<file path="src/rtl/pipe_pkg.sv">
`default_nettype none
// pipe_pkg: shared encodings for the RISC_toy hazard controller.  rev 1.0
package pipe_pkg;

  localparam logic [1:0] FWD_RF = 2'd0;
  localparam logic [1:0] FWD_M  = 2'd1;
  localparam logic [1:0] FWD_W  = 2'd2;

  localparam int unsigned TIMER_W = 8;

  typedef enum logic [0:0] {
    ST_RUN     = 1'b0,
    ST_MEMWAIT = 1'b1
  } state_e;

  typedef struct packed {
    logic pc_stall;
    logic fd_stall;
    logic fd_flush;
    logic de_stall;
    logic de_flush;
    logic em_stall;
    logic redirect;
  } ctl_t;

  // The register-write enables are active-low, and r0 is hardwired to zero.
  function automatic logic [1:0] fwd_sel(
    input logic [4:0] ra,
    input logic [4:0] wa_m,
    input logic       wen_n_m,
    input logic [4:0] wa_w,
    input logic       wen_n_w
  );
    if (!wen_n_m && (wa_m == ra) && (ra != 5'd0)) begin
      return FWD_M;
    end
    if (!wen_n_w && (wa_w == ra) && (ra != 5'd0)) begin
      return FWD_W;
    end
    return FWD_RF;
  endfunction

endpackage
`default_nettype wire

</file>
<file path="src/rtl/pipe_hazard_ctrl_fwd.sv">
`default_nettype none
// hazard_fwd_unit: E-stage operand forwarding select, M result has priority over W.  rev 1.0
module hazard_fwd_unit
  import pipe_pkg::*;
(
  input  logic [4:0] ra0_e_i,
  input  logic [4:0] ra1_e_i,
  input  logic [4:0] wa_m_i,
  input  logic       wen_m_i,
  input  logic [4:0] wa_w_i,
  input  logic       wen_w_i,
  output logic [1:0] fwd0_o,
  output logic [1:0] fwd1_o
);

  always_comb begin
    fwd0_o = fwd_sel(ra0_e_i, wa_m_i, wen_m_i, wa_w_i, wen_w_i);
    fwd1_o = fwd_sel(ra1_e_i, wa_m_i, wen_m_i, wa_w_i, wen_w_i);
  end

endmodule
`default_nettype wire

</file>
<file path="src/rtl/pipe_hazard_ctrl.sv">
`default_nettype none
// pipe_hazard_ctrl: stall/flush sequencing, memory-wait FSM with timeout and event counters
// for the 5-stage RISC_toy pipeline.  rev 1.0
module pipe_hazard_ctrl
  import pipe_pkg::*;
#(
  parameter int unsigned MEM_TIMEOUT = 15,
  parameter int unsigned CNT_W       = 32
) (
  input  logic             CLK,
  input  logic             RST,
  input  logic [4:0]       RA0_D,
  input  logic [4:0]       RA1_D,
  input  logic             Use0_D,
  input  logic             Use1_D,
  input  logic [4:0]       RA0_E,
  input  logic [4:0]       RA1_E,
  input  logic [4:0]       WA_E,
  input  logic             WEN_E,
  input  logic             Load_E,
  input  logic             Jump_E,
  input  logic             Branch_E,
  input  logic             Taken_E,
  input  logic             Cond_E,
  input  logic [4:0]       WA_M,
  input  logic             WEN_M,
  input  logic [4:0]       WA_W,
  input  logic             WEN_W,
  input  logic             DREQ_M,
  input  logic             DACK,
  output logic             PCStall,
  output logic             FDStall,
  output logic             FDFlush,
  output logic             DEStall,
  output logic             DEFlush,
  output logic             EMStall,
  output logic             Redirect,
  output logic [1:0]       Fwd0_E,
  output logic [1:0]       Fwd1_E,
  output logic             MemErr,
  output logic [CNT_W-1:0] StallCnt,
  output logic [CNT_W-1:0] FlushCnt
);

  localparam logic [TIMER_W-1:0] TMO_LAST = TIMER_W'(MEM_TIMEOUT - 1);

  state_e             state_q, state_d;
  logic [TIMER_W-1:0] timer_q, timer_d;
  logic               memerr_q, memerr_d;
  logic [CNT_W-1:0]   stall_cnt_q, stall_cnt_d;
  logic [CNT_W-1:0]   flush_cnt_q, flush_cnt_d;

  ctl_t       ctl;
  logic       mp_flush;
  logic       mp;
  logic       lu;
  logic       mem_req;
  logic [1:0] fwd0;
  logic [1:0] fwd1;

  hazard_fwd_unit u_fwd (
    .ra0_e_i (RA0_E),
    .ra1_e_i (RA1_E),
    .wa_m_i  (WA_M),
    .wen_m_i (WEN_M),
    .wa_w_i  (WA_W),
    .wen_w_i (WEN_W),
    .fwd0_o  (fwd0),
    .fwd1_o  (fwd1)
  );

  always_comb begin
    mp      = ((Jump_E | (Branch_E & Cond_E)) != Taken_E);
    lu      = Load_E & ~WEN_E & (WA_E != 5'd0) &
              ((Use0_D & (RA0_D == WA_E)) | (Use1_D & (RA1_D == WA_E)));
    mem_req = ~DREQ_M & ~DACK;
  end

  // A mispredict is never acted on inside MEMWAIT: E is frozen, so it is
  // picked up again from RUN once the memory access has finished.
  always_comb begin
    ctl      = '0;
    mp_flush = 1'b0;
    state_d  = state_q;
    timer_d  = timer_q;
    memerr_d = memerr_q;
    if (RST) begin
      ctl.fd_flush = 1'b1;
      ctl.de_flush = 1'b1;
      state_d      = ST_RUN;
    end else begin
      case (state_q)
        ST_RUN: begin
          if (mem_req) begin
            ctl.pc_stall = 1'b1;
            ctl.fd_stall = 1'b1;
            ctl.de_stall = 1'b1;
            ctl.em_stall = 1'b1;
            state_d      = ST_MEMWAIT;
            timer_d      = '0;
          end else if (mp) begin
            ctl.redirect = 1'b1;
            ctl.fd_flush = 1'b1;
            ctl.de_flush = 1'b1;
            mp_flush     = 1'b1;
          end else if (lu) begin
            ctl.pc_stall = 1'b1;
            ctl.fd_stall = 1'b1;
            ctl.de_flush = 1'b1;
          end
        end
        ST_MEMWAIT: begin
          if (DACK) begin
            state_d = ST_RUN;
          end else if (timer_q == TMO_LAST) begin
            memerr_d = 1'b1;
            state_d  = ST_RUN;
          end else begin
            ctl.pc_stall = 1'b1;
            ctl.fd_stall = 1'b1;
            ctl.de_stall = 1'b1;
            ctl.em_stall = 1'b1;
            timer_d      = timer_q + 1'b1;
          end
        end
        default: state_d = ST_RUN;
      endcase
    end
  end

  always_comb begin
    stall_cnt_d = stall_cnt_q + CNT_W'(ctl.pc_stall);
    flush_cnt_d = flush_cnt_q + CNT_W'(mp_flush);
  end

  always_ff @(posedge CLK) begin
    if (RST) begin
      state_q     <= ST_RUN;
      timer_q     <= '0;
      memerr_q    <= 1'b0;
      stall_cnt_q <= '0;
      flush_cnt_q <= '0;
    end else begin
      state_q     <= state_d;
      timer_q     <= timer_d;
      memerr_q    <= memerr_d;
      stall_cnt_q <= stall_cnt_d;
      flush_cnt_q <= flush_cnt_d;
    end
  end

  always_comb begin
    PCStall  = ctl.pc_stall;
    FDStall  = ctl.fd_stall;
    FDFlush  = ctl.fd_flush;
    DEStall  = ctl.de_stall;
    DEFlush  = ctl.de_flush;
    EMStall  = ctl.em_stall;
    Redirect = ctl.redirect;
    Fwd0_E   = RST ? FWD_RF : fwd0;
    Fwd1_E   = RST ? FWD_RF : fwd1;
    MemErr   = memerr_q;
    StallCnt = stall_cnt_q;
    FlushCnt = flush_cnt_q;
  end

endmodule
`default_nettype wire
</file>
<file path="config.mk">
export PLATFORM = sky130hd
export DESIGN_NAME = pipe_hazard_ctrl
export DESIGN_NICKNAME = d
export VERILOG_FILES = /design/src/rtl/pipe_pkg.sv /design/src/rtl/pipe_hazard_ctrl_fwd.sv /design/src/rtl/pipe_hazard_ctrl.sv
export SDC_FILE = /design/constraint.sdc
export NUM_CORES = 1
export LEC_CHECK = 0
export ABC_AREA = 1
export BUFFER_PORTS_ARGS = -buffer_cell sky130_fd_sc_hd__buf_2
export CAP_MARGIN = 20
export CORE_MARGIN = 5
export CORE_UTILIZATION = 53
export DETAILED_ROUTE_END_ITERATION = 10
export PLACE_DENSITY = 0.8
export SLEW_MARGIN = 10
export SYNTH_ARGS = -nofsm -noshare
export SYNTH_HDL_FRONTEND = slang
export SYNTH_SLANG_ARGS = --single-unit
</file>
<file path="constraint.sdc">
create_clock -name CLK -period 2.8 [get_ports CLK]
set_input_delay 0.28 -clock CLK [delete_from_list [all_inputs] [get_ports CLK]]
set_output_delay 0.28 -clock CLK [all_outputs]
set_load 0.005 [all_outputs]
</file>
==> parameters.txt, run 1 <==
Parameter                              Value

Outcome
  Status    finished clean

Drt
  Average vias per placed instance    5.17
  Post-Route WL    roughly 13,000 um
  Via total after detailed routing    between 5,000 and 6,000
  Count of nets left with antenna violations after detail routing    0
  1st-iter DRT viols    roughly 270
  Number of DRC violations after detailed routing    0
  Routed wire per std cell    ~13 um
  First drt pass iteration count    6

STA
  Fraction of the cycle the final worst path needs    0.929
  Minimum hold slack    between 0.3 and 0.4 ns
  Hold Fails Final Rpt    0
  Slew @ Worst Pin    between 0.3 and 0.4 ns
  Achievable frequency    roughly 0.38 GHz
  Worst Clk Skew    around 0.011 ns
  Final worst path period need    around 2.6 ns
  Final setup viols    0
  Setup TNS    0 ns
  Tightest slew margin relative to the limit    0.758
  Final slew viol count    0

Yosys
  Most numerous cell in the Yosys netlist    sky130_fd_sc_hd__nand2_1
  Proportion of synthesized chip area in sequential cells    0.318
  Top area cells in the synthesized netlist    sky130_fd_sc_hd__dfxtp_1, sky130_fd_sc_hd__nand2_1, sky130_fd_sc_hd__nor2_1
  Total of warnings raised by yosys    0
  Top cell type's share of synthesized area    0.318
  Average instance area after synthesis    about 6.3 um2
  Cell taking the most area after synthesis    sky130_fd_sc_hd__dfxtp_1
  Syn Inst Count    739
  Netlist cell types    43
  Number of enable-type register cells in the synthesized netlist    0
  Cell area after synthesis    between 4000 and 5000 um2
  Proportion of register bits with asynchronous set or reset after synthesis    0
  Syn nets    between 700 and 800
  Synthesized flop and latch total    74
  Most numerous cell types in the synthesized netlist    sky130_fd_sc_hd__nand2_1, sky130_fd_sc_hd__nor2_1, sky130_fd_sc_hd__inv_1
  Flip-flop cell with the highest count after synthesis    sky130_fd_sc_hd__dfxtp_1

Critical path
  Crit path launch    timer_q[0]$_SDFFE_PP0P_
  Worst setup SP type    register
  Data required time at the worst endpoint    around 3.1 ns
  Crit path DAT    approximately 2.9 ns
  Capture point of the worst path    StallCnt[26]$_SDFF_PP0_
  Start-to-end type of the worst setup path    reg2reg
  Setup slack on the worst flop-to-flop path    roughly 0.2 ns
  FF-to-FF path depth    19
  Crit path max fanout    6
  Reg-to-Reg End    StallCnt[26]$_SDFF_PP0_
  Sort of element at the end of the critical path    register
  Crit Reg-Reg Startpoint    timer_q[0]$_SDFFE_PP0P_

Global route
  Global-route usage over all layers    0.236
  Overflow left after global routing    0
  Wire length of the first global-routing pass    between 20,000 and 25,000 um
  Number of global-route vias before repair    roughly 5,000
  Met2 layer usage reported by global route    0.421
  Busiest layer in global routing    met2
  Global-route track usage on met3    0.0423
  Initial antenna violation count    0
  Met1 Use GR    0.271
  Maximum number of pins on one net before global-route repair    29

Finish
  Fraction of final layout cells sized beyond drive strength 1    0.221
  Filler cell count    around 810
  # nets final    921
  Final Core Density    0.650
  Area used by sequential logic in the layout    roughly 1500 um2
  Number of inserted diodes    0
  Multi-input gate area    between 2000 and 3000 um2
  Layout Area Growth over Synthesis    20.6%

Min path
  Class of the worst hold path    in2reg
  Number of cells on the worst hold path    4

Floorplan
  Top-level port count    between 100 and 150
  Starting Density    0.539
  Core Region    around 8600 um2
  Floorplan die height    approximately 100 um
  Total die area    about 11,000 um2
  X dimension of the die    roughly 100 um
  Core Rows    34

Placement
  Weighted congestion at the end of routability-driven global placement    around 0.87
  DP HPWL    9880 um
  Port Buffers    between 100 and 150

Pwr
  Leakage power summed over all cells    around 2.6 nW
  Total power consumption of the routed design    2.26 mW
  Largest voltage drop on the vdd net    between 0.0002 and 0.0003 V
  Ratio of total power to cell area    403 nW/um2

Clock network
  TritonCTS clock tree    done
  Clock latency on the worst-skew pair    0.36 ns
  Inserted Clock Buffers    9
  Number of buffers inserted for hold repair after clock tree synthesis    0
  Number of levels the H-tree was split into    3
  CTS max path bufs    2
  Root buffer selected by CTS    sky130_fd_sc_hd__clkbuf_8
  Buffer count from post-CTS setup fixing    0
  Clock Sink Count    between 70 and 80
  Clock slew seen by the registers of the worst setup and hold paths    around 0.08 ns

Flow run
  MaxCap Viol Count    0
==> flip-flops by register name, summed over array words and instances, names as in the netlist <==
register,cells
StallCnt,32
MemErr,1
state_q,1
timer_q,8
FlushCnt,32
==> cells in the final DEF (no fill, tap or decap), types with 4 or more instances in the layout <==
cell type,instances
sky130_fd_sc_hd__o21ai_1,5
sky130_fd_sc_hd__xor2_1,8
sky130_fd_sc_hd__nor2_4,6
sky130_fd_sc_hd__nand4_1,6
sky130_fd_sc_hd__nand2_1,217
sky130_fd_sc_hd__nand2_2,4
sky130_fd_sc_hd__xnor2_1,7
sky130_fd_sc_hd__nor2_8,4
sky130_fd_sc_hd__nor2_1,145
sky130_fd_sc_hd__nor3_1,10
sky130_fd_sc_hd__nand2_4,5
sky130_fd_sc_hd__inv_2,7
sky130_fd_sc_hd__inv_1,77
sky130_fd_sc_hd__or2_2,4
sky130_fd_sc_hd__o21ai_0,17
sky130_fd_sc_hd__o22ai_1,4
sky130_fd_sc_hd__o21a_1,7
sky130_fd_sc_hd__a21oi_1,41
sky130_fd_sc_hd__ha_1,5
sky130_fd_sc_hd__nand3_2,5
sky130_fd_sc_hd__buf_2,124
sky130_fd_sc_hd__nor2_2,7
sky130_fd_sc_hd__clkbuf_8,10
sky130_fd_sc_hd__nand3b_1,15
sky130_fd_sc_hd__dfxtp_1,74
sky130_fd_sc_hd__buf_4,4
sky130_fd_sc_hd__nand3_1,23
==> power breakdown <==
part | switching (mW) | internal (mW)
Sequential | 0.00671 | 1.06
Combinational | 0.115 | 0.0783
Clock | 0.397 | 0.610
==> stage by stage <==
step	cells	area, um2	worst slack, ns
2_1_floorplan	739	4650	0.332
3_3_place_gp	963	5370	0.351
3_5_place_dp	963	5370	0.246
4_1_cts	978	5610	0.207
5_1_grt	978	5620	-0.0242
6_report	978	5620	0.199
==> critical path, stage by stage (launching register included) <==
cell and delay (ns):
sky130_fd_sc_hd__dfxtp_1 0.38, sky130_fd_sc_hd__inv_1 0.12, sky130_fd_sc_hd__ha_1 0.21, sky130_fd_sc_hd__nand2_1 0.06, sky130_fd_sc_hd__nor2_1 0.06, sky130_fd_sc_hd__a21boi_1 0.16
sky130_fd_sc_hd__nand3_1 0.12, sky130_fd_sc_hd__a21oi_2 0.17, sky130_fd_sc_hd__ha_2 0.21, sky130_fd_sc_hd__ha_1 0.18, sky130_fd_sc_hd__nand2_2 0.11, sky130_fd_sc_hd__nor2_8 0.14
sky130_fd_sc_hd__nand2_2 0.09, sky130_fd_sc_hd__clkinv_2 0.08, sky130_fd_sc_hd__nand2_4 0.07, sky130_fd_sc_hd__nor2_8 0.12, sky130_fd_sc_hd__nand2_1 0.07, sky130_fd_sc_hd__nand2_1 0.07
sky130_fd_sc_hd__nand2_1 0.04, sky130_fd_sc_hd__nor2_1 0.09
==> worst min-delay path by stage <==
| stage | from | endpoint |
|---|---|---|
| 6_report | DACK | MemErr$_SDFFE_PP0P_ |
| 5_1_grt | DACK | MemErr$_SDFFE_PP0P_ |
| 4_1_cts | DACK | MemErr$_SDFFE_PP0P_ |
| 3_5_place_dp | StallCnt[31]$_SDFF_PP0_ | StallCnt[31]$_SDFF_PP0_ |
| 3_3_place_gp | StallCnt[31]$_SDFF_PP0_ | StallCnt[31]$_SDFF_PP0_ |
| 2_1_floorplan | RST | timer_q[3]$_SDFFE_PP0P_ |
==> cells by family (layout without fill, tap and decap cells) <==
logic type / after synthesis / count (layout) / share of synthesized area
adders and majority gates: 6 / 6 / 0.0161
and+or+nand+nor: 460 / 460 / 0.449
AOI/OAI and AO/OA: 86 / 86 / 0.103
buffers and inverters: 98 / 229 / 0.0849
DFF: 74 / 74 / 0.318
xor gates and xnor gates: 15 / 15 / 0.0282
==> timing repair <==
action                                 4_1_cts  5_1_grt
resized for setup                            0        2
endpoints found under the hold margin        0        0
setup endpoints to repair                    0        4
==> layout make-up <==
| type | count | area share |
|---|---|---|
| well taps | 108 | 0.0241 |
| clock inverters | 5 | 0.0183 |
| clock buffers | 10 | 0.0245 |
| repair buffers | 128 | 0.116 |
| multi-input cells | 567 | 0.496 |
| inverters | 86 | 0.0577 |
| flip-flops and latches | 74 | 0.264 |
==> layer usage <==
layer / routed length [um] / share of wire
met1: 5260 / 0.41
met2: 6380 / 0.50
met3: 771 / 0.061
met4: 289 / 0.023
met5: 0 / 0
Note: power is estimated with default switching activity, not from simulation.
==> run 2, diff against run 1 <==
- ABC_AREA: 1 -> default
- ABC_CLOCK_PERIOD_IN_PS: default -> 2800
- BUFFER_PORTS_ARGS: -buffer_cell sky130_fd_sc_hd__buf_2 -> default
- CORE_UTILIZATION: 53 -> 60
- DONT_BUFFER_PORTS: default -> 1
- PLACE_DENSITY: 0.8 -> 0.76
==> run 2 against run 1 <==
The run now ends with setup timing left; die area fell by 23%; fmax down 12%; first-iteration DRC count is 19% lower; combinational power is 44% lower; clock skew is 0.0010 ns higher; non-clock buffer count is 92 lower; critical path depth decreased by 7; hold slack lost 0.21 ns; clock power decreased by 9%; wire length fell by 14%; flip-flop and latch count unchanged.
==> parameters.txt, run 2 <==
Parameter                              Value

Finish
  Commonest non-fill, non-tap cell in the layout    sky130_fd_sc_hd__dfxtp_1
  # nets final    552 (-40%)
  Layout Area Growth over Synthesis    20.7% (about the same)
  Final Core Density    0.748 (+0.0981)
  Multi-input gate area    2570 um2 (-7.7%)
  Number of inserted diodes    0 (unchanged)
  Filler cell count    492 (-39%)
  Commonest non-fill, non-tap cells in the layout    sky130_fd_sc_hd__dfxtp_1, sky130_fd_sc_hd__a21oi_1, sky130_fd_sc_hd__nor2_1
  Final std cell area, no fill    4750 um2 (-15%)
  Post-route non-filler standard cell count    578 (-41%)
  Fraction of final layout cells sized beyond drive strength 1    0.176 (-0.0450)
  Area used by sequential logic in the layout    1490 um2 (+0.25%)

STA
  Minimum hold slack    0.130 ns (-0.211 ns)
  Fraction of the cycle the final worst path needs    1.06 (+0.130)
  Final slew viol count    0 (unchanged)
  Tightest slew margin relative to the limit    0.340 (-0.418)
  Setup TNS    -0.664 ns (-0.664 ns)
  Final worst path period need    2.96 ns (+0.363 ns)
  Worst Clk Skew    0.0116 ns (+0.00103 ns)
  Worst Slack Setup Final    -0.164 ns (-0.363 ns)
  Slew @ Worst Pin    0.986 ns (+0.627 ns)
  Hold Fails Final Rpt    0 (unchanged)
  Unrepaired setup endpoints after global routing    yes
  Final setup viols    13 (+13)
  Achievable frequency    0.337 GHz (-12%)

Drt
  1st-iter DRT viols    215 (-19%)
  Number of DRC violations after detailed routing    0 (unchanged)
  Via total after detailed routing    3,771 (-25%)
  Routed wire per std cell    18.9 um (+46%)
  Count of nets left with antenna violations after detail routing    0 (unchanged)
  First drt pass iteration count    4 (-2)
  Post-Route WL    10,900 um (-14%)
  Average vias per placed instance    6.52 (+26%)

Yosys
  Average instance area after synthesis    8.38 um2 (+33%)
  Top cell type's share of synthesized area    0.376 (+0.0580)
  Top area cells in the synthesized netlist    sky130_fd_sc_hd__dfxtp_1, sky130_fd_sc_hd__xnor2_1, sky130_fd_sc_hd__or4_1
  Synthesized flop and latch total    74 (unchanged)
  Combinational family with the most area after synthesis    simple AND/OR/NAND/NOR gates
  Total of warnings raised by yosys    0 (unchanged)
  Adder-cell share of the synthesized area    0.0191 (+0.00294)
  Most numerous cell types in the synthesized netlist    sky130_fd_sc_hd__dfxtp_1, sky130_fd_sc_hd__a21oi_1, sky130_fd_sc_hd__nor2_1
  Cell area after synthesis    3940 um2 (-15%)
  Proportion of register bits with asynchronous set or reset after synthesis    0 (unchanged)
  Most numerous cell in the Yosys netlist    sky130_fd_sc_hd__dfxtp_1
  Netlist cell types    45 (+4.7%)
  Syn Inst Count    470 (-36%)
  Post-synthesis simple-gate area fraction    0.290 (-0.159)
  Area fraction in compound gates after synthesis    0.154 (+0.0512)
  Proportion of synthesized chip area in sequential cells    0.376 (+0.0580)
  Share of cell area taken by muxes after synthesis    0.00286 (+0.00286)
  Syn nets    525 (-34%)
  Number of enable-type register cells in the synthesized netlist    0 (unchanged)
  Flip-flop cell with the highest count after synthesis    sky130_fd_sc_hd__dfxtp_1
  Cell taking the most area after synthesis    sky130_fd_sc_hd__dfxtp_1
  Xor/xnor share of the synthesized area    0.120 (+0.0919)

Placement
  Port Buffers    0 (-100%)
  DP HPWL    7000 um (-29%)
  Total placed cells including tap cells    542 (-44%)
  Place WS    -0.112 ns (-0.358 ns)
  Placement-stage cell area    4120 um2 (-23%)
  Weighted congestion at the end of routability-driven global placement    0.807 (-7.7%)

Global route
  Met1 Use GR    0.283 (+0.0121)
  Overflow left after global routing    0 (unchanged)
  Initial antenna violation count    0 (unchanged)
  Global-route track usage on met3    0.0950 (+0.0528)
  Maximum number of pins on one net before global-route repair    30 (+3.4%)
  Met2 layer usage reported by global route    0.424 (+0.00351)
  Wire length of the first global-routing pass    17,400 um (-20%)
  Busiest layer in global routing    met2
  Global-route usage over all layers    0.250 (+0.0135)
  Number of global-route vias before repair    3,609 (-28%)

Floorplan
  X dimension of the die    91.0 um (-12%)
  Starting Density    0.620 (+0.0811)
  Floorplan die height    91.0 um (-12%)
  Core Region    6350 um2 (-26%)
  Top-level port count    125 (unchanged)
  Total die area    8280 um2 (-23%)
  Core Rows    29 (-15%)

Pwr
  Total power consumption of the routed design    2.08 mW (-8.0%)
  Leakage power summed over all cells    1.53 nW (-40%)
  Ratio of total power to cell area    438 nW/um2 (+8.7%)
  Largest voltage drop on the vdd net    0.000396 V (+49%)

Critical path
  Crit path DAT    3.25 ns (+0.35 ns)
  Data required time at the worst endpoint    3.09 ns (about the same)
  Sort of element at the end of the critical path    register
  Worst setup SP type    register
  Crit path max fanout    5 (-1)
  Start-to-end type of the worst setup path    reg2reg

Clock network
  Inserted Clock Buffers    9 (unchanged)
  Clock latency on the worst-skew pair    0.35 ns (about the same)
  Clock slew seen by the registers of the worst setup and hold paths    0.08 ns (about the same)
  TritonCTS clock tree    done
  Root buffer selected by CTS    sky130_fd_sc_hd__clkbuf_8
  Number of levels the H-tree was split into    3 (unchanged)
  CTS max path bufs    2 (unchanged)
  Clock Sink Count    74 (unchanged)

Flow run
  MaxCap Viol Count    0 (unchanged)

Outcome
  Violations in the final reports    setup timing
  Status    finished with violations

Min path
  Class of the worst hold path    in2reg
-- run 2: cell types whose count changed after synthesis, moves of 13 or more --
cell | before | now
sky130_fd_sc_hd__inv_1 | 77 | 14
sky130_fd_sc_hd__o31ai_1 | 0 | 28
sky130_fd_sc_hd__xnor2_1 | 7 | 34
sky130_fd_sc_hd__nor2_1 | 145 | 36
sky130_fd_sc_hd__or4_1 | 0 | 34
sky130_fd_sc_hd__nand3b_1 | 15 | 2
sky130_fd_sc_hd__nand2_1 | 217 | 27
-- run 2: worst paths after layout --
| check | startpoint | slack, ns | end | cells after the start |
|---|---|---|---|---|
| worst max register to register | timer_q[0]$_SDFFE_PP0P_ | -0.16 | StallCnt[16]$_SDFF_PP0_ | 12 |
| worst min-delay path | DACK | 0.13 | MemErr$_SDFFE_PP0P_ | 3 |
| worst min register to register | timer_q[7]$_SDFFE_PP0P_ | 0.49 | timer_q[7]$_SDFFE_PP0P_ | 2 |
| worst max-delay path | timer_q[0]$_SDFFE_PP0P_ | -0.16 | StallCnt[16]$_SDFF_PP0_ | 12 |
-- run 2: worst max-delay path, cell delays in order, from the launching register on --
cell and delay, ns:
sky130_fd_sc_hd__dfxtp_4 0.35, sky130_fd_sc_hd__inv_2 0.04, sky130_fd_sc_hd__ha_4 0.15, sky130_fd_sc_hd__and4b_1 0.19
sky130_fd_sc_hd__a21oi_2 0.18, sky130_fd_sc_hd__o22ai_2 0.09, sky130_fd_sc_hd__a211oi_2 0.21, sky130_fd_sc_hd__ha_2 0.29
sky130_fd_sc_hd__ha_4 0.14, sky130_fd_sc_hd__nand4_1 0.15, sky130_fd_sc_hd__or3_4 0.48, sky130_fd_sc_hd__or4_4 0.49
sky130_fd_sc_hd__a21oi_2 0.15
-- run 2: where the power goes --
group          total [mW]  switching [mW]  leakage, nW  internal [mW]
Combinational       0.109          0.0537        0.819         0.0551
Clock               0.915           0.396        0.112          0.520
Sequential           1.06         0.00395        0.597           1.05
Total                2.08           0.453         1.53           1.63
-- run 2: logic make-up after synthesis --
family          after synthesis
flops                        74
mux                           1
fa+ha+maj                     6
compound gates              100
simple gates                199
xor+xnor                     54
buf+inv                      36
-- run 2: layout make-up --
cell class / instances / area share
Clock buffer: 10 / 0.0290
Clock inverter: 5 / 0.0166
Inverter: 14 / 0.0111
Multi-Input combinational cell: 362 / 0.541
Sequential cell: 74 / 0.313
Tap cell: 77 / 0.0203
Timing Repair Buffer: 36 / 0.0698
-- run 2: repair_timing --
action                                 4_1_cts  5_1_grt
pin swaps                                   10       14
setup endpoints to repair                   17       27
setup buffers                                2        5
endpoints found under the hold margin       39        0
gates cloned                                 2        0
hold buffers                                13        0
gates resized for setup                     10       33
-- run 2: routing by layer --
metal	vias to the layer above	part of all wire
met4	0	0.018
met5	-	0
met1	1786	0.39
li1	1802	-
met3	21	0.092
met2	162	0.50
